## config.mk

```make
export PLATFORM = sky130hd
export DESIGN_NAME = cache_cmd_arbiter_flat
export DESIGN_NICKNAME = d
export VERILOG_FILES = /design/src/rtl/cache_cmd_arbiter_if.sv /design/src/rtl/cache_cmd_arbiter.sv /design/src/flat_wrapper.sv
export SDC_FILE = /design/constraint.sdc
export NUM_CORES = 1
export LEC_CHECK = 0
export BUFFER_PORTS_ARGS = -buffer_cell sky130_fd_sc_hd__buf_2
export CAP_MARGIN = 20
export CELL_PAD_IN_SITES_DETAIL_PLACEMENT = 0
export CELL_PAD_IN_SITES_GLOBAL_PLACEMENT = 1
export CORE_MARGIN = 2
export CORE_UTILIZATION = 33
export CTS_CLUSTER_SIZE = 12
export DETAILED_ROUTE_END_ITERATION = 16
export PLACE_DENSITY = 0.79
export SYNTH_ARGS = -nofsm -noshare
export SYNTH_HDL_FRONTEND = slang
export SYNTH_SLANG_ARGS = --single-unit
```

## constraint.sdc

```tcl
create_clock -name clk -period 2.8 [get_ports clk]
set_input_delay 0.7 -clock clk [delete_from_list [all_inputs] [get_ports clk]]
set_output_delay 0.7 -clock clk [all_outputs]
set_load 0.1 [all_outputs]
```

## src/rtl/cache_cmd_arbiter_if.sv

```systemverilog
// Bundle of requester, response and controller signals for cache_cmd_arbiter.
// slave is the arbiter's view; master is the view of whatever drives it.
interface cache_cmd_arbiter_if #(
  parameter int unsigned NUM_REQ = 2,
  parameter int unsigned KEY_W   = 16,
  parameter int unsigned VAL_W   = 32
);
  logic [NUM_REQ-1:0]       req_valid;
  logic [NUM_REQ-1:0]       req_ready;
  logic [2*NUM_REQ-1:0]     req_op;
  logic [KEY_W*NUM_REQ-1:0] req_key;
  logic [VAL_W*NUM_REQ-1:0] req_value;
  logic [NUM_REQ-1:0]       rsp_valid;
  logic [NUM_REQ-1:0]       rsp_ready;
  logic                     rsp_error;
  logic                     rsp_timeout;
  logic [VAL_W-1:0]         rsp_value;
  logic                     ctrl_enter;
  logic                     ctrl_en;
  logic [1:0]               ctrl_op;
  logic [KEY_W-1:0]         ctrl_key;
  logic [VAL_W-1:0]         ctrl_value;
  logic                     ctrl_done;
  logic                     ctrl_error;
  logic [VAL_W-1:0]         ctrl_rdata;
  logic                     busy;

  modport slave (
    input  req_valid, req_op, req_key, req_value, rsp_ready, ctrl_done, ctrl_error, ctrl_rdata,
    output req_ready, rsp_valid, rsp_error, rsp_timeout, rsp_value, ctrl_enter, ctrl_en,
    output ctrl_op, ctrl_key, ctrl_value, busy
  );

  modport master (
    output req_valid, req_op, req_key, req_value, rsp_ready, ctrl_done, ctrl_error, ctrl_rdata,
    input  req_ready, rsp_valid, rsp_error, rsp_timeout, rsp_value, ctrl_enter, ctrl_en,
    input  ctrl_op, ctrl_key, ctrl_value, busy
  );
endinterface

```

## src/rtl/cache_cmd_arbiter.sv

```systemverilog
// Round-robin arbiter that serialises GET/UPSERT/DELETE commands from several
// requesters onto a single cache controller, with a completion timeout.
module cache_cmd_arbiter #(
  parameter int unsigned NUM_REQ = 2,
  parameter int unsigned KEY_W   = 16,
  parameter int unsigned VAL_W   = 32,
  parameter int unsigned TIMEOUT = 64
) (
  input logic                clk,
  input logic                rst,
  cache_cmd_arbiter_if.slave bus
);
  localparam int unsigned PTR_W = $clog2(NUM_REQ);
  localparam int unsigned CNT_W = $clog2(TIMEOUT);

  localparam logic [1:0] OpGet      = 2'b00;
  localparam logic [1:0] OpReserved = 2'b11;

  typedef enum logic [1:0] {StIdle, StIssue, StWait, StResp} state_e;

  state_e             state_q, state_d;
  logic [PTR_W-1:0]   ptr_q, ptr_d;
  logic [PTR_W-1:0]   owner_q, owner_d;
  logic [CNT_W-1:0]   cnt_q, cnt_d;
  logic [1:0]         op_q, op_d;
  logic [KEY_W-1:0]   key_q, key_d;
  logic [VAL_W-1:0]   cmd_val_q, cmd_val_d;
  logic [VAL_W-1:0]   rsp_val_q, rsp_val_d;
  logic               err_q, err_d;
  logic               tmo_q, tmo_d;

  logic [1:0]         op_arr  [NUM_REQ];
  logic [KEY_W-1:0]   key_arr [NUM_REQ];
  logic [VAL_W-1:0]   val_arr [NUM_REQ];
  logic               grant_vld;
  logic [PTR_W-1:0]   grant;
  logic [PTR_W-1:0]   grant_nxt;

  for (genvar g = 0; g < NUM_REQ; g++) begin : g_unpack
    assign op_arr[g]  = bus.req_op[2*g +: 2];
    assign key_arr[g] = bus.req_key[KEY_W*g +: KEY_W];
    assign val_arr[g] = bus.req_value[VAL_W*g +: VAL_W];
  end

  // Round-robin search starting at ptr; first valid requester wins.
  always_comb begin
    int unsigned      idx;
    logic [PTR_W-1:0] idx_p;
    grant_vld = 1'b0;
    grant     = '0;
    idx       = 0;
    idx_p     = '0;
    for (int unsigned i = 0; i < NUM_REQ; i++) begin
      idx   = (32'(ptr_q) + i) % NUM_REQ;
      idx_p = PTR_W'(idx);
      if (!grant_vld && bus.req_valid[idx_p]) begin
        grant_vld = 1'b1;
        grant     = idx_p;
      end
    end
    grant_nxt = PTR_W'((32'(grant) + 1) % NUM_REQ);
  end

  // Next-state and latched-command/response logic.
  always_comb begin
    state_d   = state_q;
    ptr_d     = ptr_q;
    owner_d   = owner_q;
    cnt_d     = cnt_q;
    op_d      = op_q;
    key_d     = key_q;
    cmd_val_d = cmd_val_q;
    rsp_val_d = rsp_val_q;
    err_d     = err_q;
    tmo_d     = tmo_q;
    unique case (state_q)
      StIdle: begin
        if (grant_vld) begin
          owner_d   = grant;
          ptr_d     = grant_nxt;
          op_d      = op_arr[grant];
          key_d     = key_arr[grant];
          cmd_val_d = val_arr[grant];
          rsp_val_d = '0;
          tmo_d     = 1'b0;
          cnt_d     = '0;
          // Reserved op is rejected without touching the controller.
          if (op_arr[grant] == OpReserved) begin
            err_d   = 1'b1;
            state_d = StResp;
          end else begin
            err_d   = 1'b0;
            state_d = StIssue;
          end
        end
      end
      StIssue: begin
        cnt_d   = '0;
        state_d = StWait;
      end
      StWait: begin
        if (bus.ctrl_error) begin
          err_d     = 1'b1;
          rsp_val_d = '0;
          state_d   = StResp;
        end else if (bus.ctrl_done) begin
          err_d     = 1'b0;
          rsp_val_d = (op_q == OpGet) ? bus.ctrl_rdata : '0;
          state_d   = StResp;
        end else if (cnt_q == CNT_W'(TIMEOUT - 1)) begin
          err_d     = 1'b1;
          tmo_d     = 1'b1;
          rsp_val_d = '0;
          state_d   = StResp;
        end else begin
          cnt_d = cnt_q + 1'b1;
        end
      end
      StResp: begin
        if (bus.rsp_ready[owner_q]) state_d = StIdle;
      end
      default: state_d = StIdle;
    endcase
  end

  // State and latched-command registers with synchronous reset.
  always_ff @(posedge clk) begin
    if (rst) begin
      state_q   <= StIdle;
      ptr_q     <= '0;
      owner_q   <= '0;
      cnt_q     <= '0;
      op_q      <= '0;
      key_q     <= '0;
      cmd_val_q <= '0;
      rsp_val_q <= '0;
      err_q     <= 1'b0;
      tmo_q     <= 1'b0;
    end else begin
      state_q   <= state_d;
      ptr_q     <= ptr_d;
      owner_q   <= owner_d;
      cnt_q     <= cnt_d;
      op_q      <= op_d;
      key_q     <= key_d;
      cmd_val_q <= cmd_val_d;
      rsp_val_q <= rsp_val_d;
      err_q     <= err_d;
      tmo_q     <= tmo_d;
    end
  end

  // Output decode; everything is forced low while reset is asserted.
  always_comb begin
    bus.req_ready   = '0;
    bus.rsp_valid   = '0;
    bus.rsp_error   = 1'b0;
    bus.rsp_timeout = 1'b0;
    bus.rsp_value   = '0;
    bus.ctrl_enter  = 1'b0;
    bus.ctrl_en     = 1'b0;
    bus.ctrl_op     = '0;
    bus.ctrl_key    = '0;
    bus.ctrl_value  = '0;
    bus.busy        = 1'b0;
    if (!rst) begin
      unique case (state_q)
        StIdle: begin
          if (grant_vld) bus.req_ready[grant] = 1'b1;
        end
        StIssue: begin
          bus.ctrl_enter = 1'b1;
          bus.ctrl_op    = op_q;
          bus.ctrl_key   = key_q;
          bus.ctrl_value = cmd_val_q;
          bus.busy       = 1'b1;
        end
        StWait: begin
          bus.ctrl_en    = 1'b1;
          bus.ctrl_op    = op_q;
          bus.ctrl_key   = key_q;
          bus.ctrl_value = cmd_val_q;
          bus.busy       = 1'b1;
        end
        StResp: begin
          bus.rsp_valid[owner_q] = 1'b1;
          bus.rsp_error          = err_q;
          bus.rsp_timeout        = tmo_q;
          bus.rsp_value          = rsp_val_q;
          bus.busy               = 1'b1;
        end
        default: ;
      endcase
    end
  end
endmodule

```

## src/flat_wrapper.sv

```systemverilog
// flat-port wrapper written by rule: the top's interface ports become plain ports
module cache_cmd_arbiter_flat 
#(
  parameter int unsigned NUM_REQ = 2,
  parameter int unsigned KEY_W   = 16,
  parameter int unsigned VAL_W   = 32,
  parameter int unsigned TIMEOUT = 64
)
  (clk, rst, bus_req_valid, bus_req_op, bus_req_key, bus_req_value, bus_rsp_ready, bus_ctrl_done, bus_ctrl_error, bus_ctrl_rdata, bus_req_ready, bus_rsp_valid, bus_rsp_error, bus_rsp_timeout, bus_rsp_value, bus_ctrl_enter, bus_ctrl_en, bus_ctrl_op, bus_ctrl_key, bus_ctrl_value, bus_busy);
  cache_cmd_arbiter_if #(.NUM_REQ(NUM_REQ), .KEY_W(KEY_W), .VAL_W(VAL_W)) bus_i ();
  input logic clk;
  input logic rst;
  input wire logic [$bits(bus_i.req_valid)-1:0] bus_req_valid;
  input wire logic [$bits(bus_i.req_op)-1:0] bus_req_op;
  input wire logic [$bits(bus_i.req_key)-1:0] bus_req_key;
  input wire logic [$bits(bus_i.req_value)-1:0] bus_req_value;
  input wire logic [$bits(bus_i.rsp_ready)-1:0] bus_rsp_ready;
  input wire logic [$bits(bus_i.ctrl_done)-1:0] bus_ctrl_done;
  input wire logic [$bits(bus_i.ctrl_error)-1:0] bus_ctrl_error;
  input wire logic [$bits(bus_i.ctrl_rdata)-1:0] bus_ctrl_rdata;
  output wire logic [$bits(bus_i.req_ready)-1:0] bus_req_ready;
  output wire logic [$bits(bus_i.rsp_valid)-1:0] bus_rsp_valid;
  output wire logic [$bits(bus_i.rsp_error)-1:0] bus_rsp_error;
  output wire logic [$bits(bus_i.rsp_timeout)-1:0] bus_rsp_timeout;
  output wire logic [$bits(bus_i.rsp_value)-1:0] bus_rsp_value;
  output wire logic [$bits(bus_i.ctrl_enter)-1:0] bus_ctrl_enter;
  output wire logic [$bits(bus_i.ctrl_en)-1:0] bus_ctrl_en;
  output wire logic [$bits(bus_i.ctrl_op)-1:0] bus_ctrl_op;
  output wire logic [$bits(bus_i.ctrl_key)-1:0] bus_ctrl_key;
  output wire logic [$bits(bus_i.ctrl_value)-1:0] bus_ctrl_value;
  output wire logic [$bits(bus_i.busy)-1:0] bus_busy;
  assign bus_i.req_valid = bus_req_valid;
  assign bus_i.req_op = bus_req_op;
  assign bus_i.req_key = bus_req_key;
  assign bus_i.req_value = bus_req_value;
  assign bus_i.rsp_ready = bus_rsp_ready;
  assign bus_i.ctrl_done = bus_ctrl_done;
  assign bus_i.ctrl_error = bus_ctrl_error;
  assign bus_i.ctrl_rdata = bus_ctrl_rdata;
  assign bus_req_ready = bus_i.req_ready;
  assign bus_rsp_valid = bus_i.rsp_valid;
  assign bus_rsp_error = bus_i.rsp_error;
  assign bus_rsp_timeout = bus_i.rsp_timeout;
  assign bus_rsp_value = bus_i.rsp_value;
  assign bus_ctrl_enter = bus_i.ctrl_enter;
  assign bus_ctrl_en = bus_i.ctrl_en;
  assign bus_ctrl_op = bus_i.ctrl_op;
  assign bus_ctrl_key = bus_i.ctrl_key;
  assign bus_ctrl_value = bus_i.ctrl_value;
  assign bus_busy = bus_i.busy;
  cache_cmd_arbiter #(.NUM_REQ(NUM_REQ), .KEY_W(KEY_W), .VAL_W(VAL_W), .TIMEOUT(TIMEOUT)) u_core (.clk(clk), .rst(rst), .bus(bus_i));
endmodule
```

Word-level counts from Yosys, hierarchy flattened
Cells that the tools add are included.

Register bits: 94. Input port bits: 140. Word-level logic and storage cells: 122.

Add/sub/neg operators: 3. Order comparisons: 7. Equal/unequal tests: 12. Mux-type cells: 74. Bitwise logic cells: 1. Reduce and logical (&&, ||, !) cells: 15.

Operators by type and width (count): $mux W32 (12); $mux W16 (5); $pmux W32 S2 (1); $mux W2 (16); $mux W1 (30); $mux W6 (4); $pmux W6 S3 (1); $reduce_and A5 Y1 (2); $lt A1 B2 Y1 const B (4); $pmux W2 S4 (1); $add A6 B1 Y6 const B (1); $eq A2 B2 Y1 const B (3); $eq A6 B6 Y1 const B (1); $ne A2 B1 Y1 const B (3); $ne A2 B2 Y1 const B (3); $reduce_and A3 Y1 (2); $logic_not A2 Y1 (2); $ne A4 B3 Y1 const B (1); $pmux W1 S2 (2); $logic_and A1 B1 Y1 (3); $reduce_bool A3 Y1 (1); $reduce_or A3 Y1 (1); $add A1 B1 Y1 const B (2); $demux W1 S1 (2); other kinds (8) (9).

Logic depth before layout (Yosys ltp)
Word-level depth: 14. Gate-level depth with buffers: 9.

Worst setup path before layout
OpenSTA, ideal clock, no wires.

Path type: input-to-output. Start point: in rst. End point: out bus_ctrl_enter. Arrival: 2.428 ns. Required time: 2.100 ns. Setup slack: -0.328 ns. Stages: 3. Path buffers: 2. Path through: clkbuf_1 > buf_1 > nor2b_1.

Longest elaborated chain between the ends: 1.

RTL lines: from (decl) (RTL line flat_wrapper.sv:12) `input logic rst;`; $mux W1 (RTL line cache_cmd_arbiter.sv:166) `if (!rst) begin`; to (decl) (RTL line flat_wrapper.sv:26) `output wire logic [$bits(bus_i.ctrl_enter)-1:0] bus_ctrl_enter;`.

Every way passes these cells.

Worst setup path after layout
Start point: reg u_core.state_q[1]. End point: out bus_ctrl_value[24].

Longest elaborated chain between the ends: 4. Elaborated cells on any way between the ends: 5.

RTL lines: from (decl) (RTL line cache_cmd_arbiter.sv:21) `state_e state_q, state_d;`; from (signal assigned) (RTL line cache_cmd_arbiter.sv:129) `state_q <= StIdle;`; from (signal assigned) (RTL line cache_cmd_arbiter.sv:140) `state_q <= state_d;`; $eq A2 B1 Y1 or $eq A2 B2 Y1 (tied branches) (RTL line cache_cmd_arbiter.sv:167) `unique case (state_q)`; $reduce_or A2 Y1 (no line) *; $mux W32 * (RTL line cache_cmd_arbiter.sv:167); $mux W32 * (RTL line cache_cmd_arbiter.sv:166); to (decl) (RTL line flat_wrapper.sv:30) `output wire logic [$bits(bus_i.ctrl_value)-1:0] bus_ctrl_value;`.

Mark *: on every way between the ends. The rest lies on a longest branch, timed or not.

==> metrics.txt <==
outcome=completed; maximum number of buffers from clock root to sink=2; routability cong.=0.806; worst relative slew slack=0.600; Die Wd=approximately 130 um; type of the worst setup path=reg2out; total die area=between 15000 and 20000 um2; worst-path cell with the longest stage delay=sky130_fd_sc_hd__dfxtp_1; Setup-failing EPs final=0; pwr/cell area=a little under 900 nW/um2; RSZ-0062 raised after global routing=no; post-CTS setup buffer count=0; Worst-Skew Late Latency=approximately 340 ps; Combinational Power Share=0.575; detailed-placement wirelength estimate=between 10000 and 15000 um; num rows=44; Hold Vio Cnt, Final=0; pin count of the biggest net entering global routing=45; CTS tree=built; initial core utilization=0.339; share of synthesized flip-flops with an asynchronous set or reset=0; predominant post-synthesis flop cell=sky130_fd_sc_hd__dfxtp_1; multiplexer share of the synthesized area=0.00203; ordered cell list for the critical path=inv_1, ha_1, nor2b_2, buf_12, and2_2, buf_12; Synth Instances=between 500 and 600; time the worst path needs with I/O delays and setup=2640 ps; Maximum Capacitance Violations=0; deepest level of the CTS H-tree=3; type of destination of the critical path=output pin; portion of synthesized cell area occupied by the leading cell type=0.381; number of filler instances in the final layout=1341; Antenna Violating Nets Remaining=0; count of input and output buffers=230; wire length of the first global-routing pass=24500 um; Crit path arrival time=around 1900 ps; floorplan die height=126 um; worst-case register-to-register setup slack=540 ps; CP startpoint kind=flip-flop; capture instance of the worst register-to-register path=u_core.cmd_val_q[2]; end-of-flow core utilization=0.537; post-synthesis cell type count=52; hold path endpoint=u_core.rsp_val_q[31]; Total Power Consumption=about 7 mW; share of synthesized cell area in full adder, half adder and majority cells=0.0177; largest fanout on the critical path=44; sink count of the clock tree=between 90 and 100; routed wire length per instance=between 15 and 20 um; First-pass DRT Iterations=4; sequential share of power=0.264; Setup TNS=0 ps; DRC viols=0; fraction of layout instances using a drive strength above 1=0.431; delay-heaviest family, CP=buffers and inverters; number of antenna violations at the first check in global routing=1; Syn Nets=around 740; highest clock rate=~380 MHz; per-cell via count in the routed design=a little under 5; register bit total from synthesis=between 90 and 100; Cell Area, Synth=between 4000 and 5000 um2; global router's overall resource usage=0.189; Post-Synth XOR/XNOR Area=0; hold wc startpoint=u_core.rsp_val_q[31]; count of pins over their slew limit=0; Worst Hold Path Cells=2; Top cell by count, worst path=sky130_fd_sc_hd__buf_12; Clk pwr share=0.161; cell leakage power=between 3 and 4 nW; vias=4909; post-synthesis simple-gate area fraction=0.325; most used cells in the layout excluding fill and tap cells=sky130_fd_sc_hd__buf_2 (148), sky130_fd_sc_hd__nand2_1 (116), sky130_fd_sc_hd__dfxtp_1 (94); fin nets=~950; area overhead of the layout relative to synthesis=58.6%; critical path startpoint=u_core.state_q[1]; count of instances resized after the clock tree is built=0; count of buffer and inverter cells on the critical path=3; total net switching power=3.32 mW; per-instance average area after synthesis=a little over 8 um2; data required time of the critical path=around 2100 ps; biggest area consumer among synthesized cells=sky130_fd_sc_hd__dfxtp_1; synthesized-area fraction occupied by ao, oa, aoi and oai cells=0.218; total I/O pin count=231; final critical-path share of the clock period=0.941; switching power as a share of total power=0.474; Reg-to-Reg Start=u_core.state_q[1]; commonest non-fill, non-tap cell in the layout=sky130_fd_sc_hd__buf_2; clock tree root buffer cell=sky130_fd_sc_hd__clkbuf_16; yosys warns=0; vias in the first global route=4765; internal power=between 3 and 4 mW; number of flops mapped to enable cells by yosys=0; sequential area share after synthesis=0.381; Largest stage delay, worst path=390 ps; GR Overflow Total=0; clock-pin slew of the registers on the worst-case setup and hold paths=around 60 ps; setup skew after layout=around 7.7 ps; Core Footprint=approximately 15000 um2; combinational family with the most area after synthesis=simple AND/OR/NAND/NOR gates; number of DRC markers after the initial detailed-route iteration=approximately 300; Routed Wire Length=around 15000 um; slew of the pin with the lowest slew margin=600 ps; Worst Reg-to-Reg Cells=7; path class of the lowest-slack min-delay path=reg2reg; cts bufs inserted=9; top post-synthesis cells by area=sky130_fd_sc_hd__dfxtp_1 (38%), sky130_fd_sc_hd__and2_1 (10%), sky130_fd_sc_hd__a311oi_2 (9.1%); quantity of hold-fixing buffers added after cts=0; worst supply voltage drop on vdd=between 0.5 and 0.6 mV
==> power by group through the flow <==
stage | combinational, mW | sequential, mW | clock [mW]
finish | 4.03 | 1.85 | 1.13
floorplan | 2.96 | 1.83 | 0
global placement | 4.04 | 1.87 | 0
CTS | 4.06 | 1.85 | 1.16
detailed placement | 4.05 | 1.88 | 0
global route | 4.31 | 1.89 | 1.22
==> registers in the layout, summed over array words and instances (netlist names) <==
signal,cells
u_core.cmd_val_q,32
u_core.cnt_q,6
u_core.err_q,1
u_core.key_q,16
u_core.op_q,2
u_core.owner_q,1
u_core.ptr_q,1
u_core.rsp_val_q,32
u_core.state_q,2
u_core.tmo_q,1
==> area by class of cell <==
cell class | instances | area (um2) | share of cell area
Multi-Input combinational cell | 446 | 2860 | 0.365
Timing Repair Buffer | 249 | 2570 | 0.329
Sequential cell | 94 | 1880 | 0.240
Clock buffer | 11 | 243 | 0.0310
Tap cell | 184 | 230 | 0.0294
Clock inverter | 4 | 23.8 | 0.00304
Inverter | 4 | 15.0 | 0.00192
Antenna cell | 1 | 2.50 | 0.000320
==> per-stage QoR <==
step | instances | hold WS [ps] | setup slack (ps) | area, um2
6_report | 993 | 452 | 165 | 7830
5_1_grt | 993 | 463 | 89.5 | 7830
4_1_cts | 992 | 454 | 139 | 7830
3_5_place_dp | 977 | 441 | 306 | 7560
3_3_place_gp | 977 | 437 | 315 | 7560
2_1_floorplan | 597 | 424 | 126 | 5000
==> cell families after synthesis <==
kind of cell / Yosys count
flops: 94
fa+ha+maj: 7
compound gates: 120
buf+inv: 57
simple gates: 318
mux: 1
==> cell usage after synthesis, types with 2 or more instances <==
master and instances:
sky130_fd_sc_hd__dfxtp_1 94, sky130_fd_sc_hd__inv_1 4, sky130_fd_sc_hd__o21ai_0 26, sky130_fd_sc_hd__clkbuf_1 36, sky130_fd_sc_hd__nand2_1 116, sky130_fd_sc_hd__buf_1 2, sky130_fd_sc_hd__o211ai_1 3, sky130_fd_sc_hd__o31ai_1 2
sky130_fd_sc_hd__nor3_1 4, sky130_fd_sc_hd__nand2b_1 3, sky130_fd_sc_hd__and2_1 82, sky130_fd_sc_hd__a221oi_1 3, sky130_fd_sc_hd__buf_2 6, sky130_fd_sc_hd__a221o_1 6, sky130_fd_sc_hd__nor2_1 48, sky130_fd_sc_hd__a22oi_1 6
sky130_fd_sc_hd__nor2b_1 5, sky130_fd_sc_hd__o2bb2ai_1 6, sky130_fd_sc_hd__o41ai_1 2, sky130_fd_sc_hd__a31o_2 2, sky130_fd_sc_hd__ha_1 7, sky130_fd_sc_hd__o21ai_1 7, sky130_fd_sc_hd__a311oi_1 8, sky130_fd_sc_hd__clkbuf_2 2
sky130_fd_sc_hd__buf_6 7, sky130_fd_sc_hd__and3_1 13, sky130_fd_sc_hd__a311oi_2 30, sky130_fd_sc_hd__a21boi_1 2, sky130_fd_sc_hd__nand4_1 33, sky130_fd_sc_hd__a31oi_1 3, sky130_fd_sc_hd__a21oi_1 6, sky130_fd_sc_hd__nand3_1 3
==> per-layer routing <==
layer	track usage	vias up	share of wire
met5	0	-	0
met4	0.0640	0	0.020
met2	0.327	139	0.50
li1	-	2521	-
met3	0.0358	18	0.051
met1	0.235	2231	0.43
==> worst reg2reg max path: cells and delay by family (launching register included) <==
kind | cells | cell delay, ps
DFF | 1 | 390
adders and majority gates | 1 | 280
AOI/OAI and AO/OA | 1 | 250
buffers and inverters | 2 | 410
and+or+nand+nor | 3 | 850
==> worst max path at each step <==
| stage | cells after the start | slack, ps | endpoint |
|---|---|---|---|
| after floorplan | 3 | 130 | bus_rsp_value[10] |
| after global placement | 6 | 310 | bus_ctrl_op[1] |
| after detailed placement | 6 | 310 | bus_rsp_valid[0] |
| after CTS | 6 | 140 | bus_ctrl_op[1] |
| after global routing | 6 | 90 | bus_ctrl_value[24] |
| final | 6 | 160 | bus_ctrl_value[24] |
Note: power is estimated with default switching activity, not from simulation.
